===== config.mk =====
export PLATFORM = sky130hd
export DESIGN_NAME = jtag_tap
export DESIGN_NICKNAME = d
export VERILOG_FILES = /design/src/rtl/tap_pkg.sv /design/src/rtl/jtag_tap_fsm.sv /design/src/rtl/jtag_tap.sv
export SDC_FILE = /design/constraint.sdc
export NUM_CORES = 1
export LEC_CHECK = 0
export BUFFER_PORTS_ARGS = -buffer_cell sky130_fd_sc_hd__buf_2
export CORE_MARGIN = 1
export CORE_UTILIZATION = 55
export CTS_CLUSTER_SIZE = 20
export DETAILED_ROUTE_END_ITERATION = 7
export GPL_TIMING_DRIVEN = 0
export PLACE_DENSITY = 0.85
export SYNTH_ARGS = -nofsm -noshare
export SYNTH_HDL_FRONTEND = slang
export SYNTH_SLANG_ARGS = --single-unit
export TNS_END_PERCENT = 10

===== constraint.sdc =====
create_clock -name tck_i -period 3.3 [get_ports tck_i]
set_input_delay 0.99 -clock tck_i [delete_from_list [all_inputs] [get_ports tck_i]]
set_output_delay 0.99 -clock tck_i [all_outputs]
set_load 0.03 [all_outputs]

===== src/rtl/tap_pkg.sv =====
// Shared definitions for the JTAG TAP: state encoding, reset opcode, IR capture pattern.
package tap_pkg;

    typedef enum logic [3:0] {
        TAP_TLR    = 4'd0,
        TAP_RTI    = 4'd1,
        TAP_SEL_DR = 4'd2,
        TAP_CAP_DR = 4'd3,
        TAP_SH_DR  = 4'd4,
        TAP_EX1_DR = 4'd5,
        TAP_PAU_DR = 4'd6,
        TAP_EX2_DR = 4'd7,
        TAP_UPD_DR = 4'd8,
        TAP_SEL_IR = 4'd9,
        TAP_CAP_IR = 4'd10,
        TAP_SH_IR  = 4'd11,
        TAP_EX1_IR = 4'd12,
        TAP_PAU_IR = 4'd13,
        TAP_EX2_IR = 4'd14,
        TAP_UPD_IR = 4'd15
    } tap_state_t;

    // Opcode forced into the active IR in Test-Logic-Reset.
    localparam int unsigned OPC_IDCODE = 32'd1;

    // Low bits loaded into the IR shift register in Capture-IR; upper bits are zero.
    localparam logic [1:0] IR_CAPTURE = 2'b01;

endpackage


===== src/rtl/jtag_tap_fsm.sv =====
// 16-state IEEE 1149.1 TAP controller: state register plus one-hot phase strobes.
module jtag_tap_fsm
    import tap_pkg::*;
(
    input  logic       tck_i,
    input  logic       trst_ni,
    input  logic       tms_i,
    output tap_state_t state_o,
    output logic       tlr_o,
    output logic       capture_dr_o,
    output logic       shift_dr_o,
    output logic       update_dr_o,
    output logic       capture_ir_o,
    output logic       shift_ir_o,
    output logic       update_ir_o
);

    tap_state_t state_q;

    // State register and transition table, advanced on every rising TCK edge.
    always_ff @(posedge tck_i or negedge trst_ni) begin
        if (!trst_ni) begin
            state_q <= TAP_TLR;
        end else begin
            case (state_q)
                TAP_TLR:    state_q <= tms_i ? TAP_TLR    : TAP_RTI;
                TAP_RTI:    state_q <= tms_i ? TAP_SEL_DR : TAP_RTI;
                TAP_SEL_DR: state_q <= tms_i ? TAP_SEL_IR : TAP_CAP_DR;
                TAP_CAP_DR: state_q <= tms_i ? TAP_EX1_DR : TAP_SH_DR;
                TAP_SH_DR:  state_q <= tms_i ? TAP_EX1_DR : TAP_SH_DR;
                TAP_EX1_DR: state_q <= tms_i ? TAP_UPD_DR : TAP_PAU_DR;
                TAP_PAU_DR: state_q <= tms_i ? TAP_EX2_DR : TAP_PAU_DR;
                TAP_EX2_DR: state_q <= tms_i ? TAP_UPD_DR : TAP_SH_DR;
                TAP_UPD_DR: state_q <= tms_i ? TAP_SEL_DR : TAP_RTI;
                TAP_SEL_IR: state_q <= tms_i ? TAP_TLR    : TAP_CAP_IR;
                TAP_CAP_IR: state_q <= tms_i ? TAP_EX1_IR : TAP_SH_IR;
                TAP_SH_IR:  state_q <= tms_i ? TAP_EX1_IR : TAP_SH_IR;
                TAP_EX1_IR: state_q <= tms_i ? TAP_UPD_IR : TAP_PAU_IR;
                TAP_PAU_IR: state_q <= tms_i ? TAP_EX2_IR : TAP_PAU_IR;
                TAP_EX2_IR: state_q <= tms_i ? TAP_UPD_IR : TAP_SH_IR;
                TAP_UPD_IR: state_q <= tms_i ? TAP_SEL_DR : TAP_RTI;
                default:    state_q <= TAP_TLR;
            endcase
        end
    end

    // Strobes are pure decodes of the registered state, so they are glitch-free per TCK.
    assign state_o      = state_q;
    assign tlr_o        = (state_q == TAP_TLR);
    assign capture_dr_o = (state_q == TAP_CAP_DR);
    assign shift_dr_o   = (state_q == TAP_SH_DR);
    assign update_dr_o  = (state_q == TAP_UPD_DR);
    assign capture_ir_o = (state_q == TAP_CAP_IR);
    assign shift_ir_o   = (state_q == TAP_SH_IR);
    assign update_ir_o  = (state_q == TAP_UPD_IR);

endmodule


===== src/rtl/jtag_tap.sv =====
// JTAG Test Access Port: IR, IDCODE/BYPASS/user data registers and negedge TDO stage.
module jtag_tap
    import tap_pkg::*;
#(
    parameter int unsigned                IR_WIDTH         = 5,
    parameter logic [31:0]                IDCODE_VALUE     = 32'h1000_0001,
    parameter int unsigned                NUM_USER_DR      = 2,
    parameter int unsigned                USER_DR_WIDTH    = 41,
    parameter logic [IR_WIDTH-1:0]        USER_OPCODE_BASE = 5'h10
) (
    input  logic                                  tck_i,
    input  logic                                  trst_ni,
    input  logic                                  tms_i,
    input  logic                                  tdi_i,
    output logic                                  tdo_o,
    output logic                                  tdo_oe_o,
    input  logic [NUM_USER_DR*USER_DR_WIDTH-1:0]  user_capture_data_i,
    output logic [NUM_USER_DR-1:0]                user_capture_o,
    output logic [NUM_USER_DR-1:0]                user_update_o,
    output logic [USER_DR_WIDTH-1:0]              user_update_data_o,
    output logic [3:0]                            tap_state_o,
    output logic                                  test_logic_reset_o
);

    tap_state_t                 state_s;
    logic                       tlr_s;
    logic                       capture_dr_s;
    logic                       shift_dr_s;
    logic                       update_dr_s;
    logic                       capture_ir_s;
    logic                       shift_ir_s;
    logic                       update_ir_s;

    logic [IR_WIDTH-1:0]        ir_shift_q;
    logic [IR_WIDTH-1:0]        ir_q;
    logic [31:0]                idcode_q;
    logic                       bypass_q;
    logic [USER_DR_WIDTH-1:0]   user_shift_q;
    logic                       tdo_q;
    logic                       tdo_oe_q;

    logic                       sel_idcode_s;
    logic [NUM_USER_DR-1:0]     sel_user_s;
    logic [USER_DR_WIDTH-1:0]   user_cap_data_s;
    logic                       ir_branch_s;
    logic                       tdo_s;

    jtag_tap_fsm u_fsm (
        .tck_i        (tck_i),
        .trst_ni      (trst_ni),
        .tms_i        (tms_i),
        .state_o      (state_s),
        .tlr_o        (tlr_s),
        .capture_dr_o (capture_dr_s),
        .shift_dr_o   (shift_dr_s),
        .update_dr_o  (update_dr_s),
        .capture_ir_o (capture_ir_s),
        .shift_ir_o   (shift_ir_s),
        .update_ir_o  (update_ir_s)
    );

    // Instruction decode: IDCODE, then user channels; all-ones and unknown opcodes fall to BYPASS.
    always_comb begin
        sel_idcode_s = 1'b0;
        sel_user_s   = '0;
        if (ir_q == IR_WIDTH'(OPC_IDCODE)) begin
            sel_idcode_s = 1'b1;
        end else if (&ir_q) begin
            sel_user_s = '0;
        end else begin
            for (int k = 0; k < int'(NUM_USER_DR); k++) begin
                if (ir_q == (USER_OPCODE_BASE + IR_WIDTH'(k))) begin
                    sel_user_s[k] = 1'b1;
                end else begin
                    sel_user_s[k] = 1'b0;
                end
            end
        end
    end

    // Select the capture slice of the active user channel (one-hot select, OR-combined).
    always_comb begin
        user_cap_data_s = '0;
        for (int k = 0; k < int'(NUM_USER_DR); k++) begin
            if (sel_user_s[k]) begin
                user_cap_data_s = user_cap_data_s |
                                  user_capture_data_i[k*USER_DR_WIDTH +: USER_DR_WIDTH];
            end else begin
                user_cap_data_s = user_cap_data_s;
            end
        end
    end

    // Instruction register: capture/shift chain plus the active IR, reloaded only at UPD_IR or TLR.
    always_ff @(posedge tck_i or negedge trst_ni) begin
        if (!trst_ni) begin
            ir_shift_q <= '0;
            ir_q       <= IR_WIDTH'(OPC_IDCODE);
        end else begin
            if (capture_ir_s) begin
                ir_shift_q <= IR_WIDTH'(IR_CAPTURE);
            end else if (shift_ir_s) begin
                ir_shift_q <= {tdi_i, ir_shift_q[IR_WIDTH-1:1]};
            end
            if (tlr_s) begin
                ir_q <= IR_WIDTH'(OPC_IDCODE);
            end else if (update_ir_s) begin
                ir_q <= ir_shift_q;
            end
        end
    end

    // Data registers: only the register selected by the active IR captures or shifts.
    always_ff @(posedge tck_i or negedge trst_ni) begin
        if (!trst_ni) begin
            idcode_q     <= 32'h0000_0000;
            bypass_q     <= 1'b0;
            user_shift_q <= '0;
        end else if (capture_dr_s) begin
            if (sel_idcode_s) begin
                idcode_q <= IDCODE_VALUE;
            end else if (|sel_user_s) begin
                user_shift_q <= user_cap_data_s;
            end else begin
                bypass_q <= 1'b0;
            end
        end else if (shift_dr_s) begin
            if (sel_idcode_s) begin
                idcode_q <= {tdi_i, idcode_q[31:1]};
            end else if (|sel_user_s) begin
                user_shift_q <= {tdi_i, user_shift_q[USER_DR_WIDTH-1:1]};
            end else begin
                bypass_q <= tdi_i;
            end
        end
    end

    assign ir_branch_s = (state_s >= TAP_SEL_IR);

    // Serial output source: IR chain in the IR branch, otherwise the selected data register.
    always_comb begin
        tdo_s = 1'b0;
        if (ir_branch_s) begin
            tdo_s = ir_shift_q[0];
        end else if (sel_idcode_s) begin
            tdo_s = idcode_q[0];
        end else if (|sel_user_s) begin
            tdo_s = user_shift_q[0];
        end else begin
            tdo_s = bypass_q;
        end
    end

    // Launch TDO and its enable on the falling edge so the probe samples a stable bit on the rise.
    always_ff @(negedge tck_i or negedge trst_ni) begin
        if (!trst_ni) begin
            tdo_q    <= 1'b0;
            tdo_oe_q <= 1'b0;
        end else begin
            tdo_q    <= tdo_s;
            tdo_oe_q <= shift_dr_s | shift_ir_s;
        end
    end

    assign tdo_o              = tdo_q;
    assign tdo_oe_o           = tdo_oe_q;
    assign user_capture_o     = capture_dr_s ? sel_user_s : '0;
    assign user_update_o      = update_dr_s  ? sel_user_s : '0;
    assign user_update_data_o = user_shift_q;
    assign tap_state_o        = state_s;
    assign test_logic_reset_o = tlr_s;

endmodule


## Yosys cells after proc, flatten, opt, wreduce, memory -nomap -nowiden

Cells that the tools add are included.
Widths: inputs -> output; s select.

| word-level totals | value |
|---|---|
| bits in registers | 90 |
| latch bits | 0 |
| RAM bits | 0 |
| memory bits (read-only) | 0 |
| output and inout port bits | 52 |
| logic and storage cells | 88 |
| memories | 0 |

| cells by class | value |
|---|---|
| $add $sub $neg | 0 |
| multipliers | 0 |
| divide/modulo/power cells | 0 |
| order comparisons | 1 |
| equality and inequality tests | 18 |
| shift-type cells | 0 |
| mux-type cells | 45 |
| bitwise logic cells | 4 |
| reductions and logical operators | 12 |

Operators with widths:

| kind | count |
|---|---|
| $mux 41 | 8 |
| $mux 32 | 4 |
| $pmux 4 s12 | 1 |
| $or 41x41->41 | 1 |
| $eq 4x4->1 const B | 8 |
| $mux 5 | 4 |
| $eq 4x3->1 const B | 4 |
| $mux 4 | 4 |
| $mux 1 | 15 |
| $mux 2 | 7 |
| $eq 5x5->1 const B | 2 |
| $eq 4x2->1 const B | 2 |
| $mux 3 | 2 |
| $reduce_and 3->1 | 2 |
| $reduce_bool 2->1 | 3 |
| $reduce_or 2->1 | 3 |
| $eq 5x1->1 const B | 1 |
| $reduce_and 5->1 | 1 |
| $eq 4x1->1 const B | 1 |
| $ge 4x4->1 const B | 1 |
| $logic_not 4->1 | 1 |
| $reduce_or 3->1 | 1 |
| $not 1->1 | 2 |
| $reduce_and 2->1 | 1 |
| $or 1x1->1 | 1 |

## Depth between registers and ports, before layout

| depth | value |
|---|---|
| depth in word-level cells | 10 |
| gate-level depth with buffers | 7 |
| gate-level depth less buffers | 4 |

## Cells and area by module

Synthesis repeated with hierarchy kept, for this count alone.

| unflattened totals | value |
|---|---|
| cells, all modules | 545 |
| area total of the unflattened synthesis | 5,116.2 um^2 |

By module, submodules not included:

| module | times used | cells an instance | area each (um^2) |
|---|---|---|---|
| jtag_tap | 1 | 499 | 4,777.1 |
| jtag_tap_fsm | 1 | 46 | 339.1 |

==> results by group <==
Run status
  – Run status: finished with violations
  – Failing checks: negative setup slack

Yosys
  – Yosys top cell area share: between 40 and 50%
  – Area contributors post-synth: dfrtp_1 49%, a221oi_1 8.1%, nor3b_1 6.9%
  – Async SR Flop Fraction: 100.0%
  – Yosys warning count: 0
  – Most frequent cell after synthesis: dfrtp_1
  – Post-synth EDFFs: 0
  – Top cells by count, synth: 87 x dfrtp_1, 71 x nand2_1, 52 x nor2_1
  – Commonest register cell after synthesis: dfrtp_1
  – Leading area contributor after synthesis: dfrtp_1
  – Proportion of synthesized area in mux cells: less than 1%
  – Sequential area share after synthesis: 50.86%
  – Number of synthesized register bits: 90
  – Syn avg cell area: approximately 9 um2
  – Post-synthesis cell count: approximately 490
  – Post-Syn Area: between 4000 and 5000 um2
  – Synth Area in XOR/XNOR: less than 1%
  – Synth Area in Compound Gates: between 20% and 30%
  – Post-Synth Simple-Gate Area: between 20% and 30%
  – Synthesized net count: 573
  – Netlist cell types: 44
  – Largest family of logic cells by synthesized area: compound AO/OA/AOI/OAI gates
  – Synth Area in Adders: 0%

Global routing
  – First-pass GRT wire length: roughly 20000 um
  – Initial antenna violation count: 0
  – GRT overflow: 0
  – Vias in the first global route: 4168
  – Pin count of the biggest net entering global routing: between 70 and 80
  – Global Route Usage Sum: between 20% and 30%

Worst setup path
  – Crit path kind: reg -> out
  – Crit. End Element: output port
  – CP max FO: 1
  – CP Buf/Inv Count: 1
  – WP data arrival: around 2.5 ns
  – Crit-path slowest cell: dfrtn_1
  – CP max stage delay: just over 0.4 ns
  – CP Launch Type: flop
  – Delay-heaviest family, CP: flip-flops
  – Critical Path RT: roughly 2.3 ns
  – Critical Path, Cell by Cell: buf_6

Routing
  – Final ANT Viol Nets: 0
  – DR iter-0 viols: between 300 and 400
  – WL final: approximately 12000 um
  – Vias post-DR: between 4000 and 5000
  – # DRC: 0
  – Vias per cell: roughly 6
  – Detailed Routing Iterations Pass 1: 5
  – DR WL/cell: roughly 16 um

Clocking
  – Hold buffers post-CTS: 0
  – Post-CTS setup buffer count: 0
  – CTS tree: built
  – Worst-path clk slew: roughly 0.09 ns
  – CTS buffer count: 9
  – H-tree levels: 3
  – Clk Latency, worst-skew pair: 0.35 ns
  – Max clock buf depth: 2
  – Root buffer cell: clkbuf_8
  – CTS sink cnt: 90

STA
  – Final setup vio count: 3
  – Relative slew slack: about two thirds
  – Slew @ Worst Pin: 0.5224 ns
  – RSZ-0062 raised after global routing: true
  – Final worst slack: -0.2178 ns
  – Max Slew Vio Count: 0
  – Final hold violation count: 0
  – TNS Setup: -0.4827 ns
  – Setup Skew: slightly above 0.02 ns

Pwr
  – Power Internal: about 0.0024 W
  – PwrDens: ~720 nW/um2
  – Clock network power share: between 20% and 30%
  – Net Switching: 0.001639 W
  – Worst vdd ir: approximately 490 uV
  – Total power draw: ~0.0040 W
  – Logic pwr share: a little over two fifths
  – Seq pwr share: around 37%
  – Sw Share: approximately two fifths
  – Leak pwr: roughly 2.4 nW

Die
  – Initial Utilization: a little under three fifths
  – Placement Rows: 32
  – # IOs: about 140
  – Die height: between 90 and 100 um
  – Die Area: approximately 8400 um2
  – Core region area: around 7800 um2
  – Chip Width: 91.75 um

Flow run
  – Max-cap violations: 0

Layout
  – Design area: ~5600 um2
  – Final Non-Filler Cells: 743
  – Filler instances: 581
  – Storage cell area: about 2300 um2
  – Multi-input logic area: 1981 um2
  – Final core occ: 71.63%
  – Layout cell share with drive strength beyond 1: 29.17%
  – Antenna cells: 0
  – Nets@finish: around 720
  – Area Overhead vs Synth: 25.59%

Place
  – Final weighted congestion in routability-driven placement: about 0.9
  – DPL Wire Length: around 8500 um
  – Cell Count Post-Placement: between 700 and 800
  – PortBufs: approximately 140
  – Area after DPL: 5285 um2

Min path
  – Min-Delay Path Class: reg -> reg
layer usage:
layer,vias up,wire length (um),GRT usage (%)
li1,2049,-,-
met1,2120,5185,39.31
met2,199,5706,49.81
met3,22,822,3.566
met4,0,222,9.505
met5,-,0,0
cell type report:
class | count | area share [%]
flip-flops and latches | 90 | 40.50
multi-input cells | 344 | 35.60
repair buffers | 138 | 13.09
plain buffers | 48 | 4.138
clock buffers | 10 | 2.474
well taps | 102 | 2.294
clock inverters | 6 | 1.574
inverters | 5 | 0.3373
power by group through the flow:
stage | combinational (W) | sequential, W | clock (W)
5_1_grt | 0.00185 | 0.00151 | 0.000894
2_1_floorplan | 0.000962 | 0.00169 | 0
6_report | 0.00168 | 0.00149 | 0.000854
3_3_place_gp | 0.00159 | 0.00148 | 0
4_1_cts | 0.00166 | 0.00148 | 0.000854
3_5_place_dp | 0.00163 | 0.00150 | 0
sequential cells by signal, indices dropped and copies added (netlist names):
| register | flops |
|---|---|
| ir_shift_q | 5 |
| tdo_oe_o | 1 |
| tdo_o | 1 |
| idcode_q | 32 |
| user_update_data_o | 41 |
| u_fsm.state_o | 4 |
| bypass_q | 1 |
| ir_q | 5 |
placed cells by master, fill, tap and decap left out, types with 2 or more instances in the layout:
cell         n
buf_2      153
dfrtp_1     87
nand2_1     71
nor2_1      52
a21oi_1     50
a221oi_1    41
nor3b_1     41
o21ai_0     37
clkbuf_1    23
clkbuf_8    10
o22ai_1      6
inv_1        5
nand3_1      4
nor3_1       4
buf_6        3
o21ai_1      3
buf_1        2
o211ai_1     2
o31a_1       2
or3_1        2
or4b_4       2
and2_1       2
buf_4        2
nand3b_1     2
mux2_2       2
inv_6        2
clkinv_2     2
bufinv_16    2
dfrtn_1      2
timing repair:
item / 4_1_cts / 5_1_grt
endpoints found under the setup margin: 5 / 5
gates resized for setup: 15 / 4
hold endpoints to repair: 0 / 0
gates cloned: 0 / 0
pin swaps: 1 / 1
stage by stage:
step | worst slack [ns] | hold WS (ns)
final | -0.2178 | 0.4854
after floorplan | 0.004819 | 0.4447
after global placement | -1.050 | 0.4629
after CTS | -0.2132 | 0.4910
after global routing | -0.2365 | 0.5093
after detailed placement | -0.1081 | 0.4707
logic make-up after synthesis:
logic type,count (synthesis)
and+or+nand+nor,189
xor gates and xnor gates,1
muxes,3
buffers and inverters,53
DFF,90
AOI/OAI and AO/OA,151
final timing paths:
| check | start | endpoint | slack [ns] | cells past startpoint |
|---|---|---|---|---|
| setup reg to reg | ir_q[0] | tdo_o | -0.06 | 5 |
| hold / removal | idcode_q[12] | idcode_q[12] | 0.49 | 2 |
| min in group asynchronous | trst_ni | user_update_data_o[4] | 0.50 | 1 |
| hold reg to reg | idcode_q[12] | idcode_q[12] | 0.49 | 2 |
| max in group asynchronous | trst_ni | tdo_o | 0.60 | 2 |
| setup / recovery | tdo_o | tdo_o | -0.22 | 1 |
No activity file was read; power rests on OpenSTA's default activity.
